<file path="src/rtl/lsu_mem_ctrl_if.sv">
// Request/response and byte-RAM bus between a load/store unit and lsu_mem_ctrl.
// The master side is the requester plus RAM; the slave side is the controller.
interface lsu_mem_ctrl_if;
  logic        ena;
  logic        in_rollback;
  logic        in_mem_ena;
  logic        in_mem_iswrite;
  logic [2:0]  in_mem_size;
  logic [31:0] in_mem_addr;
  logic [31:0] in_mem_write_data;
  logic        out_mem_ready;
  logic [31:0] out_mem_read_data;
  logic [31:0] out_ram_addr;
  logic [7:0]  out_ram_data;
  logic        out_ram_wr;
  logic [7:0]  in_ram_data;

  modport master (
    output ena, in_rollback, in_mem_ena, in_mem_iswrite, in_mem_size,
           in_mem_addr, in_mem_write_data, in_ram_data,
    input  out_mem_ready, out_mem_read_data, out_ram_addr, out_ram_data, out_ram_wr
  );

  modport slave (
    input  ena, in_rollback, in_mem_ena, in_mem_iswrite, in_mem_size,
           in_mem_addr, in_mem_write_data, in_ram_data,
    output out_mem_ready, out_mem_read_data, out_ram_addr, out_ram_data, out_ram_wr
  );
endinterface

</file>
<file path="src/rtl/lsu_mem_ctrl.sv">
// Serialises 1/2/4-byte loads and stores onto a byte-wide RAM with one-cycle read latency.
// Loads can be flushed by a rollback; committed stores always run to completion.
module lsu_mem_ctrl #(
  parameter int ADDR_W = 32
) (
  input logic           clk,
  input logic           rst,
  lsu_mem_ctrl_if.slave bus
);

  localparam logic [31:0] ADDR_MASK = (ADDR_W >= 32) ? 32'hFFFF_FFFF
                                                     : ((32'd1 << ADDR_W) - 32'd1);

  typedef enum logic [1:0] {IDLE, WRITE, READ} state_e;

  state_e      state_q, state_d;
  logic [31:0] base_q, base_d;
  logic [31:0] wdata_q, wdata_d;
  logic [31:0] rbuf_q, rbuf_d;
  logic [31:0] rdata_q, rdata_d;
  logic [31:0] addr_q, addr_d;
  logic [7:0]  wbyte_q, wbyte_d;
  logic [2:0]  size_q, size_d;
  logic [2:0]  cnt_q, cnt_d;
  logic [2:0]  cnt_nx;
  logic        wr_q, wr_d;
  logic        ready_q, ready_d;

  function automatic logic [2:0] eff_size(input logic [2:0] s);
    case (s)
      3'd1:    return 3'd1;
      3'd2:    return 3'd2;
      default: return 3'd4;
    endcase
  endfunction

  function automatic logic [7:0] byte_of(input logic [31:0] w, input logic [2:0] k);
    case (k)
      3'd0:    return w[7:0];
      3'd1:    return w[15:8];
      3'd2:    return w[23:16];
      default: return w[31:24];
    endcase
  endfunction

  function automatic logic [31:0] put_byte(input logic [31:0] w, input logic [2:0] k,
                                           input logic [7:0] b);
    logic [31:0] r;
    r = w;
    case (k)
      3'd0:    r[7:0]   = b;
      3'd1:    r[15:8]  = b;
      3'd2:    r[23:16] = b;
      default: r[31:24] = b;
    endcase
    return r;
  endfunction

  always_ff @(posedge clk or posedge rst) begin
    if (rst) begin
      state_q <= IDLE;
      base_q  <= '0;
      wdata_q <= '0;
      rbuf_q  <= '0;
      rdata_q <= '0;
      addr_q  <= '0;
      wbyte_q <= '0;
      size_q  <= '0;
      cnt_q   <= '0;
      wr_q    <= 1'b0;
      ready_q <= 1'b0;
    end else begin
      state_q <= state_d;
      base_q  <= base_d;
      wdata_q <= wdata_d;
      rbuf_q  <= rbuf_d;
      rdata_q <= rdata_d;
      addr_q  <= addr_d;
      wbyte_q <= wbyte_d;
      size_q  <= size_d;
      cnt_q   <= cnt_d;
      wr_q    <= wr_d;
      ready_q <= ready_d;
    end
  end

  // cnt_q is the index of the byte whose address is on the RAM bus this cycle;
  // read bytes arrive one cycle later, so loads finish one edge after stores.
  always_comb begin
    state_d = state_q;
    base_d  = base_q;
    wdata_d = wdata_q;
    rbuf_d  = rbuf_q;
    rdata_d = rdata_q;
    addr_d  = addr_q;
    wbyte_d = wbyte_q;
    size_d  = size_q;
    cnt_d   = cnt_q;
    wr_d    = 1'b0;
    ready_d = 1'b0;
    cnt_nx  = cnt_q + 3'd1;

    case (state_q)
      IDLE: begin
        if (bus.ena && bus.in_mem_ena && (bus.in_mem_iswrite || !bus.in_rollback)) begin
          base_d  = bus.in_mem_addr;
          wdata_d = bus.in_mem_write_data;
          size_d  = eff_size(bus.in_mem_size);
          cnt_d   = 3'd0;
          rbuf_d  = '0;
          addr_d  = bus.in_mem_addr;
          if (bus.in_mem_iswrite) begin
            state_d = WRITE;
            wbyte_d = byte_of(bus.in_mem_write_data, 3'd0);
            wr_d    = 1'b1;
          end else begin
            state_d = READ;
          end
        end
      end
      WRITE: begin
        cnt_d = cnt_nx;
        if (cnt_nx == size_q) begin
          state_d = IDLE;
          ready_d = 1'b1;
        end else begin
          addr_d  = base_q + {29'd0, cnt_nx};
          wbyte_d = byte_of(wdata_q, cnt_nx);
          wr_d    = 1'b1;
        end
      end
      READ: begin
        if (bus.in_rollback) begin
          state_d = IDLE;
        end else begin
          cnt_d = cnt_nx;
          if (cnt_q != 3'd0) begin
            rbuf_d = put_byte(rbuf_q, cnt_q - 3'd1, bus.in_ram_data);
          end
          if (cnt_q == size_q) begin
            state_d = IDLE;
            ready_d = 1'b1;
            rdata_d = rbuf_d;
          end else if (cnt_nx != size_q) begin
            addr_d = base_q + {29'd0, cnt_nx};
          end
        end
      end
      default: state_d = IDLE;
    endcase
  end

  assign bus.out_mem_ready     = ready_q;
  assign bus.out_mem_read_data = rdata_q;
  assign bus.out_ram_addr      = addr_q & ADDR_MASK;
  assign bus.out_ram_data      = wbyte_q;
  assign bus.out_ram_wr        = wr_q;

endmodule

</file>
<file path="src/flat_wrapper.sv">
// flat-port wrapper written by rule: the top's interface ports become plain ports
module lsu_mem_ctrl_flat 
#(
  parameter int ADDR_W = 32
)
  (clk, rst, bus_ena, bus_in_rollback, bus_in_mem_ena, bus_in_mem_iswrite, bus_in_mem_size, bus_in_mem_addr, bus_in_mem_write_data, bus_in_ram_data, bus_out_mem_ready, bus_out_mem_read_data, bus_out_ram_addr, bus_out_ram_data, bus_out_ram_wr);
  lsu_mem_ctrl_if bus_i ();
  input logic clk;
  input logic rst;
  input wire logic [$bits(bus_i.ena)-1:0] bus_ena;
  input wire logic [$bits(bus_i.in_rollback)-1:0] bus_in_rollback;
  input wire logic [$bits(bus_i.in_mem_ena)-1:0] bus_in_mem_ena;
  input wire logic [$bits(bus_i.in_mem_iswrite)-1:0] bus_in_mem_iswrite;
  input wire logic [$bits(bus_i.in_mem_size)-1:0] bus_in_mem_size;
  input wire logic [$bits(bus_i.in_mem_addr)-1:0] bus_in_mem_addr;
  input wire logic [$bits(bus_i.in_mem_write_data)-1:0] bus_in_mem_write_data;
  input wire logic [$bits(bus_i.in_ram_data)-1:0] bus_in_ram_data;
  output wire logic [$bits(bus_i.out_mem_ready)-1:0] bus_out_mem_ready;
  output wire logic [$bits(bus_i.out_mem_read_data)-1:0] bus_out_mem_read_data;
  output wire logic [$bits(bus_i.out_ram_addr)-1:0] bus_out_ram_addr;
  output wire logic [$bits(bus_i.out_ram_data)-1:0] bus_out_ram_data;
  output wire logic [$bits(bus_i.out_ram_wr)-1:0] bus_out_ram_wr;
  assign bus_i.ena = bus_ena;
  assign bus_i.in_rollback = bus_in_rollback;
  assign bus_i.in_mem_ena = bus_in_mem_ena;
  assign bus_i.in_mem_iswrite = bus_in_mem_iswrite;
  assign bus_i.in_mem_size = bus_in_mem_size;
  assign bus_i.in_mem_addr = bus_in_mem_addr;
  assign bus_i.in_mem_write_data = bus_in_mem_write_data;
  assign bus_i.in_ram_data = bus_in_ram_data;
  assign bus_out_mem_ready = bus_i.out_mem_ready;
  assign bus_out_mem_read_data = bus_i.out_mem_read_data;
  assign bus_out_ram_addr = bus_i.out_ram_addr;
  assign bus_out_ram_data = bus_i.out_ram_data;
  assign bus_out_ram_wr = bus_i.out_ram_wr;
  lsu_mem_ctrl #(.ADDR_W(ADDR_W)) u_core (.clk(clk), .rst(rst), .bus(bus_i));
endmodule
</file>
<file path="config.mk">
export PLATFORM = sky130hd
export DESIGN_NAME = lsu_mem_ctrl_flat
export DESIGN_NICKNAME = d
export VERILOG_FILES = /design/src/rtl/lsu_mem_ctrl_if.sv /design/src/rtl/lsu_mem_ctrl.sv /design/src/flat_wrapper.sv
export SDC_FILE = /design/constraint.sdc
export NUM_CORES = 1
export LEC_CHECK = 0
export BUFFER_PORTS_ARGS = -buffer_cell sky130_fd_sc_hd__buf_2
export CORE_UTILIZATION = 46
export CTS_CLUSTER_DIAMETER = 120
export CTS_CLUSTER_SIZE = 12
export DETAILED_ROUTE_END_ITERATION = 10
export MAX_ROUTING_LAYER = met4
export PLACE_DENSITY = 0.75
export SLEW_MARGIN = 10
export SYNTH_ARGS = -nofsm -noshare
export SYNTH_HDL_FRONTEND = slang
export SYNTH_SLANG_ARGS = --single-unit
</file>
<file path="constraint.sdc">
create_clock -name clk -period 6.8 [get_ports clk]
set_input_delay 0.34 -clock clk [delete_from_list [all_inputs] [get_ports clk]]
set_output_delay 0.34 -clock clk [all_outputs]
set_load 0.05 [all_outputs]
</file>
# == After elaboration in Yosys (flattened, before gate mapping) ==
# Cells that the tools add are included.
# Widths: inputs -> output; s select.
# totals
input_bits,81
output_inout_bits,74
ff_bits,178
word_cells,90
# classes
n_reduce_logical,19
bitwise,1
n_addsub,3
n_eq_ne,19
n_mux,37
# ops
operator,n
$mux 32,8
$pmux 32 s3,1
$pmux 32 s2,1
$mux 8,7
$add 32x3->32,1
$pmux 8 s3,1
$pmux 8 s2,1
$reduce_and 3->1,4
$mux 2,5
$eq 3x1->1 const B,3
$eq 3x2->1 const B,3
$pmux 3 s3,1
$ne 2x2->1 const B,4
$eq 3x3->1,2
$logic_not 3->1,2
$mux 1,6
$mux 3,2
$ne 2x1->1 const B,3
$pmux 2 s3,1
$pmux 3 s2,1
$reduce_and 6->1,1
$reduce_bool 3->1,2
$pmux 1 s2,2
$reduce_and 4->1,1
14 further kinds,16

# == Logic depth before layout (Yosys ltp) ==
# logic_depth
ltp_word,7
mapped_depth,10

# == Worst setup path before layout ==
# Ideal clock, no wire load.
# synth_path
kind,flip-flop to flip-flop
start,register u_core.cnt_q[0]
end,"register u_core.addr_q[26], in the netlist u_core.bus.out_ram_addr[26]"
path_buffers,0
path_slack_ps,4054
arrival_time_ps,2654
path_stages_with_launch,10
setup_ps,92
required_time_ps,6708
path_cell_list,dfrtp_1 -> inv_1 -> ha_1 -> inv_1 -> fa_1 -> and2b_4 -> o2111ai_4 -> or4_1 -> and3_1 -> o31ai_2
# synth_via
elab_chain_len,6
# synth_lines
item,line,source
from (decl),lsu_mem_ctrl.sv:24,"logic [2:0] cnt_q, cnt_d;"
from (signal assigned),lsu_mem_ctrl.sv:81,cnt_q <= cnt_d;
$add 3x1->3,lsu_mem_ctrl.sv:101,cnt_nx = cnt_q + 3'd1;
$add 32x3->32,"lsu_mem_ctrl.sv:127, lsu_mem_ctrl.sv:145",
$mux 32,lsu_mem_ctrl.sv:144,end else if (cnt_nx != size_q) begin
$mux 32,lsu_mem_ctrl.sv:140,if (cnt_q == size_q) begin
$mux 32,lsu_mem_ctrl.sv:133,if (bus.in_rollback) begin
$pmux 32 s3,lsu_mem_ctrl.sv:103,case (state_q)
to (signal assigned),lsu_mem_ctrl.sv:78,addr_q <= addr_d;
to (decl),lsu_mem_ctrl.sv:21,"logic [31:0] addr_q, addr_d;"
# Parallel ways exist; a longest one is shown, timed or not. The select of a mux whose other input is x is not followed.
# A chain may end at the register's enable or synchronous reset.

# == Final worst setup path ==
# layout_path
start,register u_core.cnt_q[0]
end,"register u_core.addr_q[14], in the netlist u_core.bus.out_ram_addr[14]"
# The elaborated chain is that of the path after synthesis.

==> flow_summary.json <==
{
  "status": "finished, final reports clean",
  "start_kind": "flop",
  "design.portCount": 155,
  "final_common_cell": "nand2_1",
  "hp-class": "primary input to asynchronous set/reset pin",
  "slowest_stage": "nor2_2",
  "ys_seq_elements": 178,
  "critPathArrivalTime_ps": 3460,
  "timing.final.crit_share": 0.463,
  "cts_sinks": 178,
  "syn_to_final_growth_pct": 16.2,
  "synth_mux_area_frac": 0.105,
  "finalSetupViolations": 0,
  "netlist_area_um2": 8700,
  "layout_common_cells": "196 x nand2_1, 178 x dfrtp_1, 154 x buf_2",
  "synth-seq-area-share": 0.512,
  "synthAdderAreaFrac": 0.0224,
  "max-slew-margin-rel": 0.217,
  "drc": 0,
  "cts_setup_buffers": 0,
  "critPathBufInv": 0,
  "p_leak_nw": 4.97,
  "grt_pass1_wl_um": 33900,
  "synth_cell_types": 68,
  "insertion_delay_ps": 430,
  "finalNetCount": 1080,
  "grt_max_degree": 100,
  "core-area_um2": 18300,
  "viasPerCell": 5.47,
  "slew_viol_final": 0,
  "first_iter_violations": 536,
  "ctsResizeCount": 0,
  "avgSynthCellArea_um2": 10.1,
  "period_needed_ps": 3150,
  "synth_edf_count": 0,
  "ant_nets": 0,
  "drv_cap": 0,
  "fp-row-count": 49,
  "synth-xor-area-share": 0.0221,
  "synth_flop_cell": "dfrtp_1",
  "worstSetupPathType": "flop to flop",
  "cts_htree_levels": 4,
  "synth_cells": 860,
  "synthArstFlopShare": 1.00,
  "cp.required_ps": 7110,
  "die_x_um": 140,
  "hold_viol_final": 0,
  "initial_core_util": 0.476,
  "portBuffers": 154,
  "crit_path_end_kind": "flop",
  "die-area_um2": 19500,
  "multi_input_comb_area_um2": 3930,
  "critPathTopFamily": "simple AND/OR/NAND/NOR gates",
  "die_h_um": 140,
  "path_cells": "ha_1, ha_1, xor2_1, nor4_1, o22a_1, nor2_2, mux2_2",
  "critPathMaxStageDelay_ps": 760,
  "regArea_um2": 4450,
  "firstDrtPassIters": 5,
  "clock-root-buffer": "clkbuf_16",
  "cp_max_fo": 18,
  "dp_hpwl_um": 13800,
  "r2r_slack_ps": 3650,
  "synth_simple_gate_area_share": 0.162,
  "cpMostUsedCell": "ha_1",
  "path_clk_slew_ps": 70,
  "setup-tns-final_ps": 0,
  "synth_top_family_by_area": "simple AND/OR/NAND/NOR gates",
  "fin_skew_ps": 8.23,
  "grt-ovfl-total": 0,
  "synth_warnings": 0,
  "finalPower_mw": 4.84,
  "n_fill_cell": 1607,
  "irDropWorstVdd_mv": 0.244,
  "syn-num-nets": 956,
  "p_per_area_nw_per_um2": 479,
  "clockBufferDepth": 2,
  "finalWirelength_um": 20700,
  "antenna_found_initial": 1,
  "vias": 6707,
  "cts_hold_buf": 0,
  "synth-compound-area-share": 0.140,
  "grt_usage": 0.227,
  "worst_pin_slew_ps": 1170,
  "fmax_mhz": 318,
  "cts_inserted_buffers": 17,
  "cts_tree": "yes",
  "wire_per_inst_um": 16.9,
  "place.gp.congestion": 0.832,
  "drive_gt1_frac": 0.240,
  "rsz0062_at_grt": "false",
  "grt_pass1_vias": 6521
}
[stage by stage]
step	worst slack, ps	hold WS (ps)	cell area (µm²)	util	cells
CTS	3600	78.5	10100	0.553	1226
global placement	3710	456	9540	0.522	1194
global route	3430	90.1	10100	0.553	1227
detailed placement	3600	463	9540	0.522	1194
floorplan	1630	437	8700	-	860
finish	3650	96.5	10100	0.553	1227
[cell families (layout without fill, tap and decap cells)]
family,Yosys count,count (layout)
flops,178,178
xor+xnor,22,22
compound gates,180,180
mux,85,85
simple gates,311,311
buf+inv,69,206
fa+ha+maj,15,15
other cells,0,1
[sequential cells by signal (all words and copies together), names as in the netlist]
name                          count
u_core.base_q                    32
u_core.bus.out_mem_read_data     32
u_core.bus.out_ram_addr          32
u_core.rbuf_q                    32
u_core.wdata_q                   32
u_core.bus.out_ram_data           8
u_core.cnt_q                      3
u_core.size_q                     3
u_core.state_q                    2
u_core.bus.out_mem_ready          1
u_core.bus.out_ram_wr             1
[synth_stat cells (all sizes together) (15+ instances only)]
cell / n / area, µm²
a21oi: 23 / 115
o21ai: 67 / 335
buf: 22 / 120
clkbuf: 31 / 139
mux2i: 36 / 360
mux2: 49 / 552
dfrtp: 178 / 4450
a22o: 33 / 289
nor2: 39 / 149
nand2: 197 / 742
inv: 15 / 56.3
[power breakdown]
part	total, mW	internal, mW	switching (mW)	leakage (nW)
clock	0.955	0.521	0.435	0.272
combinational	2.15	0.703	1.45	2.42
sequential	1.73	1.44	0.294	2.28
[routing by layer]
layer,GRT usage,vias up,share of wire
met5,-,-,0
met4,0.0723,0,0.014
met3,0.0430,22,0.048
met2,0.340,204,0.47
met1,0.313,3226,0.47
li1,-,3255,-
[worst paths after layout]
check | startpoint | to | depth (start not counted)
hold / removal | rst | u_core.bus.out_ram_addr[10] | 2
hold reg to reg | u_core.bus.out_mem_read_data[9] | u_core.bus.out_mem_read_data[9] | 2
setup / recovery | u_core.cnt_q[0] | u_core.bus.out_ram_addr[14] | 7
setup reg to reg | u_core.cnt_q[0] | u_core.bus.out_ram_addr[14] | 7
max in group asynchronous | rst | u_core.wdata_q[15] | 3
min in group clk | bus_in_mem_write_data[8] | u_core.wdata_q[8] | 3
[layout make-up]
class                           count  area share
Sequential cell                   178       0.441
Clock inverter                     13      0.0125
Tap cell                          229      0.0283
Clock buffer                       19      0.0438
Timing Repair Buffer              159      0.0800
Multi-Input combinational cell    613       0.388
Inverter                           15     0.00607
Antenna cell                        1    0.000248
Note: power is estimated with default switching activity, not from simulation.
